--- src/rtl/intersection_pkg.sv ---
// Shared types and constants for the actuated intersection scheduler.
// Latency: n/a (types, constants and a pure decode function only).
// Backpressure: n/a.
// Contents: phase state enum, one-hot light codes {red, yellow, green},
// and the Moore light decode used by the scheduler's registered outputs.
package intersection_pkg;

  typedef enum logic [2:0] {
    A_GREEN  = 3'd0,
    A_YELLOW = 3'd1,
    A_CLEAR  = 3'd2,
    B_GREEN  = 3'd3,
    B_YELLOW = 3'd4,
    B_CLEAR  = 3'd5,
    PED_WALK = 3'd6
  } state_e;

  localparam logic [2:0] LIGHT_RED    = 3'b100;
  localparam logic [2:0] LIGHT_YELLOW = 3'b010;
  localparam logic [2:0] LIGHT_GREEN  = 3'b001;

  typedef struct packed {
    logic [2:0] a;
    logic [2:0] b;
  } lights_t;

  // Clear, walk and any unlisted encoding show red on both roads.
  function automatic lights_t decode_lights(input state_e s);
    lights_t l;
    l.a = LIGHT_RED;
    l.b = LIGHT_RED;
    case (s)
      A_GREEN:  l.a = LIGHT_GREEN;
      A_YELLOW: l.a = LIGHT_YELLOW;
      B_GREEN:  l.b = LIGHT_GREEN;
      B_YELLOW: l.b = LIGHT_YELLOW;
      default:  ;
    endcase
    return l;
  endfunction

endpackage

--- src/rtl/phase_timer.sv ---
// Per-phase cycle counter with clear, increment, saturation and terminal compare.
// Latency: count updates one cycle after clr/inc are sampled; term is combinational from count.
// Backpressure: none; clr has priority over inc, saturation holds count at sat_val.
// Ports: clock, reset (async, active-high), clr, inc, sat_en, sat_val,
// term_val in; count (registered) and term (count == term_val) out.
module phase_timer #(
  parameter int unsigned CNT_W = 5
) (
  input  logic             clock,
  input  logic             reset,
  input  logic             clr,
  input  logic             inc,
  input  logic             sat_en,
  input  logic [CNT_W-1:0] sat_val,
  input  logic [CNT_W-1:0] term_val,
  output logic [CNT_W-1:0] count,
  output logic             term
);

  logic [CNT_W-1:0] count_q, count_d;

  always_comb begin
    count_d = count_q;
    if (clr) begin
      count_d = '0;
    end else if (inc && !(sat_en && (count_q == sat_val))) begin
      count_d = count_q + CNT_W'(1);
    end
  end

  always_ff @(posedge clock or posedge reset) begin
    if (reset) begin
      count_q <= '0;
    end else begin
      count_q <= count_d;
    end
  end

  assign count = count_q;
  assign term  = (count_q == term_val);

endmodule

--- src/rtl/intersection_scheduler.sv ---
// Demand-actuated two-road phase scheduler with optional pedestrian walk phase.
// Latency: inputs sampled at edge n change registered outputs right after edge n.
// Backpressure: none; car inputs are levels, ped_req pulses are latched until served.
// Ports: clock, reset (async, active-high), car_A, car_B, ped_req in;
// light_A/light_B ({red,yellow,green} one-hot), walk, ped_pending, phase,
// counter out. Macro PED_CROSSING_EN enables the pedestrian features;
// without it ped_req is ignored, walk/ped_pending stay 0 and PED_WALK
// is an illegal state that recovers to A_CLEAR.
module intersection_scheduler
  import intersection_pkg::*;
#(
  parameter int unsigned GREEN_MIN = 8,
  parameter int unsigned GREEN_MAX = 20,
  parameter int unsigned YELLOW    = 3,
  parameter int unsigned ALL_RED   = 1,
  parameter int unsigned WALK      = 6,
  parameter int unsigned CNT_W     = 5
) (
  input  logic             clock,
  input  logic             reset,
  input  logic             car_A,
  input  logic             car_B,
  input  logic             ped_req,
  output logic [2:0]       light_A,
  output logic [2:0]       light_B,
  output logic             walk,
  output logic             ped_pending,
  output logic [2:0]       phase,
  output logic [CNT_W-1:0] counter
);

`ifdef PED_CROSSING_EN
  localparam bit PED_EN = 1'b1;
`else
  localparam bit PED_EN = 1'b0;
`endif

  localparam logic [CNT_W-1:0] GMIN_T = CNT_W'(GREEN_MIN - 1);
  localparam logic [CNT_W-1:0] GMAX_T = CNT_W'(GREEN_MAX - 1);
  localparam logic [CNT_W-1:0] YEL_T  = CNT_W'(YELLOW - 1);
  localparam logic [CNT_W-1:0] RED_T  = CNT_W'(ALL_RED - 1);
  localparam logic [CNT_W-1:0] WALK_T = CNT_W'(WALK - 1);

  state_e           state_q, state_d;
  logic             last_green_q, last_green_d;  // 0 = road A, 1 = road B
  logic             ped_pend_q, ped_pend_d;
  logic             walk_q, walk_d;
  logic [2:0]       light_a_q, light_b_q;
  lights_t          lights_d;

  logic             sat_en, term;
  logic [CNT_W-1:0] term_val, count;
  logic             demand_a, demand_b;

  // Demand to leave a road's green: cross-road traffic or a waiting pedestrian.
  assign demand_a = car_B | ped_pend_q;
  assign demand_b = car_A | ped_pend_q;

  always_comb begin
    state_d  = state_q;
    term_val = '0;
    sat_en   = 1'b0;
    case (state_q)
      A_GREEN: begin
        sat_en   = 1'b1;
        term_val = GMAX_T;
        if ((count >= GMIN_T) && demand_a && (!car_A || term)) state_d = A_YELLOW;
      end
      A_YELLOW: begin
        term_val = YEL_T;
        if (term) state_d = A_CLEAR;
      end
      A_CLEAR: begin
        term_val = RED_T;
        if (term) state_d = ped_pend_q ? PED_WALK : B_GREEN;
      end
      B_GREEN: begin
        sat_en   = 1'b1;
        term_val = GMAX_T;
        if ((count >= GMIN_T) && demand_b && (!car_B || term)) state_d = B_YELLOW;
      end
      B_YELLOW: begin
        term_val = YEL_T;
        if (term) state_d = B_CLEAR;
      end
      B_CLEAR: begin
        term_val = RED_T;
        if (term) state_d = ped_pend_q ? PED_WALK : A_GREEN;
      end
      PED_WALK: begin
        term_val = WALK_T;
        if (!PED_EN) state_d = A_CLEAR;
        else if (term) state_d = last_green_q ? A_GREEN : B_GREEN;
      end
      default: state_d = A_CLEAR;
    endcase
  end

  always_comb begin
    last_green_d = last_green_q;
    if (state_d == A_GREEN) last_green_d = 1'b0;
    if (state_d == B_GREEN) last_green_d = 1'b1;

    // Entry into the walk phase clears the latch and beats a same-cycle set.
    ped_pend_d = ped_pend_q;
    if (ped_req && (state_q != PED_WALK)) ped_pend_d = 1'b1;
    if ((state_d == PED_WALK) && (state_q != PED_WALK)) ped_pend_d = 1'b0;
    if (!PED_EN) ped_pend_d = 1'b0;

    walk_d   = PED_EN && (state_d == PED_WALK);
    lights_d = decode_lights(state_d);
  end

  always_ff @(posedge clock or posedge reset) begin
    if (reset) begin
      state_q      <= A_GREEN;
      last_green_q <= 1'b0;
      ped_pend_q   <= 1'b0;
      walk_q       <= 1'b0;
      light_a_q    <= LIGHT_GREEN;
      light_b_q    <= LIGHT_RED;
    end else begin
      state_q      <= state_d;
      last_green_q <= last_green_d;
      ped_pend_q   <= ped_pend_d;
      walk_q       <= walk_d;
      light_a_q    <= lights_d.a;
      light_b_q    <= lights_d.b;
    end
  end

  phase_timer #(.CNT_W(CNT_W)) u_timer (
    .clock    (clock),
    .reset    (reset),
    .clr      (state_d != state_q),
    .inc      (1'b1),
    .sat_en   (sat_en),
    .sat_val  (GMAX_T),
    .term_val (term_val),
    .count    (count),
    .term     (term)
  );

  assign light_A     = light_a_q;
  assign light_B     = light_b_q;
  assign walk        = walk_q;
  assign ped_pending = ped_pend_q;
  assign phase       = state_q;
  assign counter     = count;

endmodule

--- config.mk ---
export PLATFORM = sky130hd
export DESIGN_NAME = intersection_scheduler
export DESIGN_NICKNAME = d
export VERILOG_FILES = /design/src/rtl/intersection_pkg.sv /design/src/rtl/phase_timer.sv /design/src/rtl/intersection_scheduler.sv
export SDC_FILE = /design/constraint.sdc
export NUM_CORES = 1
export LEC_CHECK = 0
export BUFFER_PORTS_ARGS = -buffer_cell sky130_fd_sc_hd__buf_2
export CORE_MARGIN = 5
export CORE_UTILIZATION = 49
export CTS_CLUSTER_DIAMETER = 80
export CTS_CLUSTER_SIZE = 14
export DETAILED_ROUTE_END_ITERATION = 7
export GPL_ROUTABILITY_DRIVEN = 0
export GPL_TIMING_DRIVEN = 0
export PLACE_DENSITY = 0.85
export SYNTH_ARGS = -nofsm -noshare
export SYNTH_HDL_FRONTEND = slang
export SYNTH_SLANG_ARGS = --single-unit
--- constraint.sdc ---
create_clock -name clock -period 1.85 [get_ports clock]
set_input_delay 0 -clock clock [delete_from_list [all_inputs] [get_ports clock]]
set_output_delay 0 -clock clock [all_outputs]
set_load 0.1 [all_outputs]
# After elaboration in Yosys (flattened, before gate mapping)
# Index checks and enable logic that the tools add are counted.
# totals
regBits	14
ram_bits	0
n_memories	0
latchBits	0
inputBits	5
rom_bits	0
# op_classes
multipliers	0
bitwise	0
n_addsub	1
n_lt_le_gt_ge	1
n_mux	13
reduce_logical	13
eq_ne	13
shift	0
div_mod_pow	0
# ops
op	count
two-way mux 3 bit	6
one-hot mux 3 bit (6 select lines)	1
one-hot mux 5 bit (3 select lines)	1
== test 3 bit (second input constant)	4
one-hot mux 3 bit (2 select lines)	2
two-way mux 5 bit	2
== test 3 x 2 -> 1 bit (second input constant)	3
== test 3 x 1 -> 1 bit (second input constant)	2
zero test 3 bit	2
adder 5 x 1 -> 5 bit (second input constant)	1
== test 5 bit	1
== test 5 bit (second input constant)	1
>= comparator 5 x 3 -> 1 bit (second input constant)	1
logical AND 1 bit	5
OR reduction 2 bit	2
!= test 3 bit	1
zero test 1 bit	2
logical OR 1 bit	2
!= test 2 x 1 -> 1 bit (second input constant)	1
two-way mux 1 bit	1

# Depth between registers and ports, before layout
# Gate-level depths: netlist of run 1.
# logic_depth
word_depth	10
mapped_depth	8
ltp_nobuf	8

# Hierarchy
# A second synthesis of run 1 with hierarchy kept.
# unflattened
hier_cells	109
hier_area_um2	1061.0
# modules_own_cells
module	seq_area_each_um2	instances	area_each_um2	cells_each
intersection_scheduler	227.7	1	619.3	64
phase_timer	125.1	1	441.7	45

# Worst setup path after synthesis of run 1
# OpenSTA, ideal clock, no wires.
# synth_path
kind	register to register
startpoint	register state_q[0] (netlist: phase[0])
endpoint	register u_timer.count_q[0] (netlist: u_timer.count[0])
required_ns	1.716
setup_time_ns	0.134
path_stages_with_launch	8
setup_slack_ns	-0.780
arrival_time_ns	2.496
n_path_buf	1
path_cell_list	dfrtp_1 > buf_6 > mux2_1 > o32ai_2 > o21ba_4 > nand3_1 > a221oi_4 > nor3_1
# synth_between
elab_chain_len	10
elab_cells_between_ends	27
classes_between	eq/ne (9); mux (10); reduce/logical (8)
# synth_rtl
item	line_no	rtl
start: declaration	intersection_scheduler.sv:44	state_e state_q, state_d;
start signal: assignment	intersection_scheduler.sv:123	state_q <= state_d;
== test 3 bit, or another cell as far along	intersection_scheduler.sv:63	case (state_q)
OR reduction 2 bit (no source line)	--	
one-hot mux 5 bit (3 select lines)	intersection_scheduler.sv:63	
== test 5 bit	phase_timer.sv:40	assign term = (count_q == term_val);
logical OR 1 bit, on equally long branches	intersection_scheduler.sv:80, intersection_scheduler.sv:67	
logical AND 1 bit, on equally long branches	intersection_scheduler.sv:80, intersection_scheduler.sv:67	
two-way mux 3 bit, on equally long branches	intersection_scheduler.sv:80, intersection_scheduler.sv:67	
one-hot mux 3 bit (6 select lines)	intersection_scheduler.sv:63	
!= test 3 bit	intersection_scheduler.sv:135	.clr (state_d != state_q),
!= test 2 x 1 -> 1 bit (no source line) / two-way mux 5 bit (equally long branches)	--	
end signal: assignment	phase_timer.sv:35	count_q <= count_d;
end: declaration	phase_timer.sv:20	logic [CNT_W-1:0] count_q, count_d;
# Several ways; a longest one is shown, not always the timed one.
# A chain may end at the register's enable or synchronous reset.

==> results of run 1 <==
## how the worst max path moves through the flow
stage	from	to	slack, ns	depth (start not counted)
after floorplan	phase[0]	u_timer.count[4]	-0.42	7
after global placement	u_timer.count[4]	u_timer.count[4]	-0.34	7
after detailed placement	u_timer.count[0]	u_timer.count[1]	-0.45	7
after CTS	u_timer.count[0]	u_timer.count[1]	-0.43	7
after global routing	u_timer.count[0]	light_A[0]	-0.46	9
final	u_timer.count[0]	light_A[0]	-0.39	9
## final cells by class
type | count | share of cell area
multi-input combinational | 84 | 0.499
sequential | 14 | 0.240
timing repair buffer | 33 | 0.158
buffer | 7 | 0.0380
clock buffer | 4 | 0.0234
tap | 28 | 0.0226
inverter | 8 | 0.0194
## per-stage QoR
step / std cells / hold WS [ns] / setup WS (ns) / area (um^2) / utilization
final: 178 / 0.123 / -0.391 / 1550 / 0.713
after detailed placement: 160 / 0.0761 / -0.446 / 1250 / 0.575
after CTS: 172 / 0.0717 / -0.433 / 1380 / 0.636
after global placement: 160 / 0.0421 / -0.341 / 1250 / 0.575
after floorplan: 115 / -0.112 / -0.417 / 1130 / -
after global routing: 178 / 0.122 / -0.461 / 1550 / 0.713
## cells in the mapped netlist, types with 2 or more instances
cell type / number / area (um^2)
nor3_1: 5 / 25.0
o21ai_1: 3 / 15.0
dfstp_2: 2 / 52.6
nand2b_1: 2 / 12.5
nand3_1: 4 / 20.0
buf_2: 3 / 15.0
nor2_1: 7 / 26.3
nor3b_1: 3 / 22.5
a21oi_1: 5 / 25.0
xnor2_1: 3 / 26.3
nand3b_1: 2 / 15.0
a221oi_4: 2 / 52.6
inv_1: 7 / 26.3
dfrtp_1: 12 / 300
a31oi_1: 3 / 18.8
buf_4: 3 / 22.5
nand2_1: 9 / 33.8
buf_6: 2 / 22.5
## flip-flops by register name, indices dropped and copies added, names as in the netlist
register	flops
u_timer.count	5
light_A	3
light_B	3
phase	3
## metal layers
layer / vias to the layer above / GRT usage / routed length, um
met5: - / 0 / 0
met4: 0 / 0.106 / 112
met3: 18 / 0.0136 / 165
met2: 53 / 0.308 / 1560
met1: 545 / 0.226 / 1210
li1: 487 / - / -
## tightest hold or removal path, cell delays in order
cell       delay (ns)
buf_2            0.15
o21ai_1          0.12
a2bb2oi_1        0.10
## layout by cell type, fill, tap and decap left out, drive strengths merged, types with 2 or more instances in the layout
| master | Yosys | routed |
|---|---|---|
| conb | 1 | 2 |
| o21ba | 2 | 2 |
| dfstp | 2 | 2 |
| a211oi | 2 | 2 |
| inv | 8 | 8 |
| a311oi | 2 | 2 |
| o21bai | 2 | 2 |
| nand2b | 2 | 2 |
| nor3b | 3 | 3 |
| dfrtp | 12 | 12 |
| xnor2 | 3 | 3 |
| nand2 | 10 | 10 |
| nand3b | 2 | 2 |
| nor2 | 7 | 7 |
| o21ai | 4 | 4 |
| a31oi | 4 | 4 |
| buf | 8 | 39 |
| clkbuf | 1 | 4 |
| nand3 | 4 | 4 |
| nor3 | 5 | 5 |
| a21oi | 5 | 5 |
| a221oi | 2 | 2 |
## cell families (layout without fill, tap and decap cells)
kind of cell / Yosys count / in the layout / share of synthesized area
and+or+nand+nor: 41 / 41 / 0.212
adders and majority gates: 1 / 1 / 0.0114
xor gates and xnor gates: 4 / 4 / 0.0320
buffers and inverters: 17 / 52 / 0.0858
other: 1 / 2 / 0.00343
DFF: 14 / 14 / 0.323
AOI/OAI and AO/OA: 35 / 35 / 0.323
muxes: 1 / 1 / 0.0103
## what timing repair did
item | 4_1_cts | 5_1_grt
setup endpoints to repair | 14 | 14
pin swaps | 12 | 14
cloned | 0 | 0
buffers inserted | 8 | 7
hold buffers | 1 | 0
resized for setup | 6 | 20
endpoints found under the hold margin | 12 | 0
==> reports/qor.tcl, run 1 <==
set qor(status) {finished with violations}
set qor(violations_in_the_final_reports) {negative setup slack}
set qor(worst_hold_end) {phase[1]}
set qor(die_height_um) 57.2
set qor(number_of_core_rows) 17
set qor(drt_pre_antenna_iters) 4
set qor(clk_path_buf_depth) 2
set qor(path_clk_slew_ns) 0.09
set qor(timing.critical_path.arrival_ns) 2.47
set qor(setup-tns-final_ns) -4.36
set qor(max_stage_delay_ns) 0.49
set qor(num-fill-cells) 159
set qor(regToRegSetupSlack_ns) -0.39
set qor(clk_root_buffer_cell) {clkbuf_4}
set qor(multi_input_comb_area_um2) 772
set qor(synth-edff-count) 0
set qor(num-nets-final) 157
set qor(hold_path_startpoint) {car_B}
set qor(synth-seq-area-share) 0.323
set qor(drt-total-wl_um) 3050
set qor(timing.final.crit_share) 1.21
set qor(initial_core_util) 0.504
set qor(timing.max_slew.rel_slack) 0.635
set qor(dieWidth_um) 57.2
set qor(synth_top_flop_cell) {dfrtp_1}
set qor(maxSlewViolCount) 0
set qor(rr_startpoint) {u_timer.count[0]}
set qor(sequential_cell_area_um2) 372
set qor(synth.lib_cells_used.distinct) 55
set qor(postSynthRegisterBits) 14
set qor(core_area_mm2) 0.00217
set qor(critical_path.endpoint_type) {flip-flop}
set qor(ctsHtreeMaxLevel) 1
set qor(wire_length_per_cell_um) 17.1
set qor(hold-path-cell-count) 3
set qor(layout_min_cycle_time_ns) 2.24
set qor(grt_use_total) 0.182
set qor(post_synth_instance_area_mm2) 0.00109
set qor(rr_endpoint) {light_A[0]}
set qor(io_buffers) 17
set qor(final_layout_size_suffix_gt1_frac) 0.553
set qor(critical_path.startpoint_type) {flip-flop}
set qor(detail_route.iter0.violations) 72
set qor(tritoncts) {done}
set qor(worst_clock_skew_ns) 0.00334
set qor(vias_per_cell) 6.20
set qor(worstMarginPinSlew_ns) 0.547
set qor(cp_cell_sequence) {buf_4 -> ha_4 -> a21o_1 -> a211o_4 -> a311oi_1 -> o211ai_1 -> a22oi_2 -> inv_2 -> nor2_2}
set qor(final_count_of_negative_setup_slack_endpoints) 13
set qor(max_freq_mhz) 446
set qor(clock_latency_ns) 0.29
set qor(worstHoldPathType) {input pin to flip-flop}
set qor(drv.max_cap_violation_count) 0
set qor(crit_required_ns) 2.08
set qor(post_drt_antenna_nets) 0
set qor(antenna-diode-count) 0
set qor(layout-area-overhead-vs-synth_pct) 41.5
set qor(path_buf_inv) 2
set qor(number_of_global_route_vias_before_repair) 1008
set qor(total_number_of_clock_tree_sinks) 14
set qor(yosys_warnings) 0
set qor(grt_setup_unrepaired) {yes}
set qor(via_count) 1103
set qor(final-hold-violation-count) 0
set qor(grt_max_degree) 15
set qor(initial_antenna_violation_count) 0
set qor(overflow) 0
set qor(fp.dieArea_mm2) 0.00328
set qor(synth.avg_cell_area_um2) 9.59
set qor(drcViolationCount) 0
set qor(hpwl_dp_um) 1840
set qor(timing.critical_path.max_delay_family) {compound AO/OA/AOI/OAI gates}
set qor(timing.critical_path.slowest_stage_cell) {dfrtp_4}
set qor(top_level_pins) 21
set qor(reg2regPathDepth) 9
set qor(synthCells) 114
set qor(async_reset_ff_frac) 1.00
set qor(cts-buffers-inserted) 3
set qor(wire_length_of_the_first_global_routing_pass_um) 4680
set qor(timing.final.ws_setup_ns) -0.391
set qor(worst-setup-path-type) {flip-flop to flip-flop}
set qor(path_max_fanout) 5
Power of run 1 is left out: the tool's default activity adds up to more than one toggle a clock period on the data nets, which glitch-free logic cannot reach.
==> run 2: changes to the inputs <==
PLACE_DENSITY = 0.73   (was 0.85)
SKIP_CTS_REPAIR_TIMING = 1   (was not set)
==> run 2 against run 1 <==
The flow still finishes with violations (negative setup slack). Wire length grew 3.3%. Non-clock buffer count grew 6. Core utilization grew 0.87 points. Final cell count grew 3.4%. Die area is the same. Via count shrank 0.63%. First-iteration DRC count shrank 40%. Hold slack lost 0.044 ns. Register-to-register slack lost 0.10 ns. Critical path type unchanged. Highest routed layer unchanged.
==> reports/qor.tcl, run 2 (synthesis results as in run 1) <==
set qor(mostFrequentLayoutCell) {buf_4}
set qor(cts-buffers-inserted) 3 ;# unchanged
set qor(die_height_um) 57.2 ;# unchanged
set qor(number_of_core_rows) 17 ;# unchanged
set qor(timing.final.ws_setup_ns) -0.494 ;# -0.103 ns
set qor(layout_min_cycle_time_ns) 2.34 ;# +0.103 ns
set qor(total_number_of_clock_tree_sinks) 14 ;# unchanged
set qor(grt_max_degree) 15 ;# unchanged
set qor(maxSlewViolCount) 0 ;# unchanged
set qor(clk_path_buf_depth) 2 ;# unchanged
set qor(final_count_of_negative_setup_slack_endpoints) 13 ;# unchanged
set qor(worst_clock_skew_ns) 0.0127 ;# +0.00934 ns
set qor(grt_use_total) 0.166 ;# -0.0156
set qor(clk_root_buffer_cell) {clkbuf_4}
set qor(status) {finished with violations}
set qor(layout-area-overhead-vs-synth_pct) 43.2
set qor(preCtsSetupSlack_ns) -0.392 ;# +0.0539 ns
set qor(detail_route.iter0.violations) 43 ;# -40%
set qor(wire_length_of_the_first_global_routing_pass_um) 4360 ;# -6.8%
set qor(crit_required_ns) 2.02 ;# -0.06 ns
set qor(layout_common_cells) {buf_4 (20), buf_2 (19), nand2_1 (8)}
set qor(ctsHtreeMaxLevel) 1 ;# unchanged
set qor(drt_pre_antenna_iters) 4 ;# unchanged
set qor(path_max_fanout) 5 ;# unchanged
set qor(grt_setup_unrepaired) {yes}
set qor(tritoncts) {done}
set qor(critical_path.startpoint_type) {flip-flop}
set qor(final-hold-violation-count) 0 ;# unchanged
set qor(top_level_pins) 21 ;# unchanged
set qor(fp.dieArea_mm2) 0.00328 ;# unchanged
set qor(violations_in_the_final_reports) {negative setup slack}
set qor(number_of_global_route_vias_before_repair) 981 ;# -2.7%
set qor(timing.critical_path.arrival_ns) 2.52 ;# +0.05 ns
set qor(timing.final.crit_share) 1.27 ;# +0.0558
set qor(critical_path.endpoint_type) {flip-flop}
set qor(worstMarginPinSlew_ns) 0.525 ;# -0.0217 ns
set qor(antenna-diode-count) 0 ;# unchanged
set qor(hpwl_dp_um) 1900 ;# +3.6%
set qor(clock_latency_ns) 0.29 ;# about the same
set qor(wire_length_per_cell_um) 17.1 ;# about the same
set qor(core_area_mm2) 0.00217 ;# unchanged
set qor(num-fill-cells) 162 ;# +1.9%
set qor(largest_register_ffs) 5 ;# unchanged
set qor(num-nets-final) 163 ;# +3.8%
set qor(max_freq_mhz) 427 ;# -4.4%
set qor(post_drt_antenna_nets) 0 ;# unchanged
set qor(via_count) 1096 ;# -0.63%
set qor(io_buffers) 17 ;# unchanged
set qor(multi_input_comb_area_um2) 761 ;# -1.5%
set qor(vias_per_cell) 5.96 ;# -3.9%
set qor(initial_antenna_violation_count) 0 ;# unchanged
set qor(final_layout_size_suffix_gt1_frac) 0.564 ;# +0.0108
set qor(overflow) 0 ;# unchanged
set qor(finalCoreUtilization) 0.722 ;# +0.00865
set qor(drcViolationCount) 0 ;# unchanged
set qor(worst-setup-path-type) {flip-flop to flip-flop}
set qor(timing.max_slew.rel_slack) 0.650 ;# +0.0145
set qor(path_clk_slew_ns) 0.09 ;# about the same
set qor(initial_core_util) 0.504 ;# unchanged
set qor(drv.max_cap_violation_count) 0 ;# unchanged
set qor(hold-worst-slack_ns) 0.0786 ;# -0.0443 ns
set qor(worstHoldPathType) {input pin to flip-flop}
set qor(drt-total-wl_um) 3150 ;# +3.3%
set qor(dieWidth_um) 57.2 ;# unchanged
set qor(sequential_cell_area_um2) 372 ;# unchanged
## run 2: critical path: stages (launching register included)
cell	delay, ns
dfrtp_4	0.50
buf_8	0.13
or4b_4	0.52
a31oi_4	0.20
o21bai_4	0.19
nand2_4	0.12
a221oi_4	0.47
nor3b_2	0.09
## run 2: cell type report
cell class	count	area share
Multi-Input combinational cell	84	0.486
Clock buffer	4	0.0232
Buffer	8	0.0423
Tap cell	28	0.0224
Sequential cell	14	0.237
Timing Repair Buffer	38	0.170
Inverter	8	0.0192
## run 2: layer usage
| layer | global-route usage | part of all wire |
|---|---|---|
| met4 | 0.0993 | 0.028 |
| met3 | 0.0204 | 0.054 |
| met1 | 0.202 | 0.41 |
| met2 | 0.281 | 0.51 |
| met5 | 0 | 0 |
## run 2: final timing paths
path                                   from                to  slack, ns  depth (start not counted)
min in group asynchronous             reset  u_timer.count[4]       0.28                          3
max                        u_timer.count[4]  u_timer.count[4]      -0.49                          7
max in group asynchronous             reset          phase[0]       1.16                          3
min                                   car_B          phase[1]       0.08                          3
max reg2reg                u_timer.count[4]  u_timer.count[4]      -0.49                          7
min reg2reg                u_timer.count[3]  u_timer.count[3]       0.81                          2
## run 2: stage by stage
stage               TNS [ns]  instances  area (um^2)
detailed placement     -3.86        160         1250
global placement       -3.34        160         1250
floorplan              -4.51        115         1130
CTS                    -4.20        164         1280
finish                 -5.28        184         1570
global route           -5.86        184         1570
Power of run 2 is left out for the same reason.
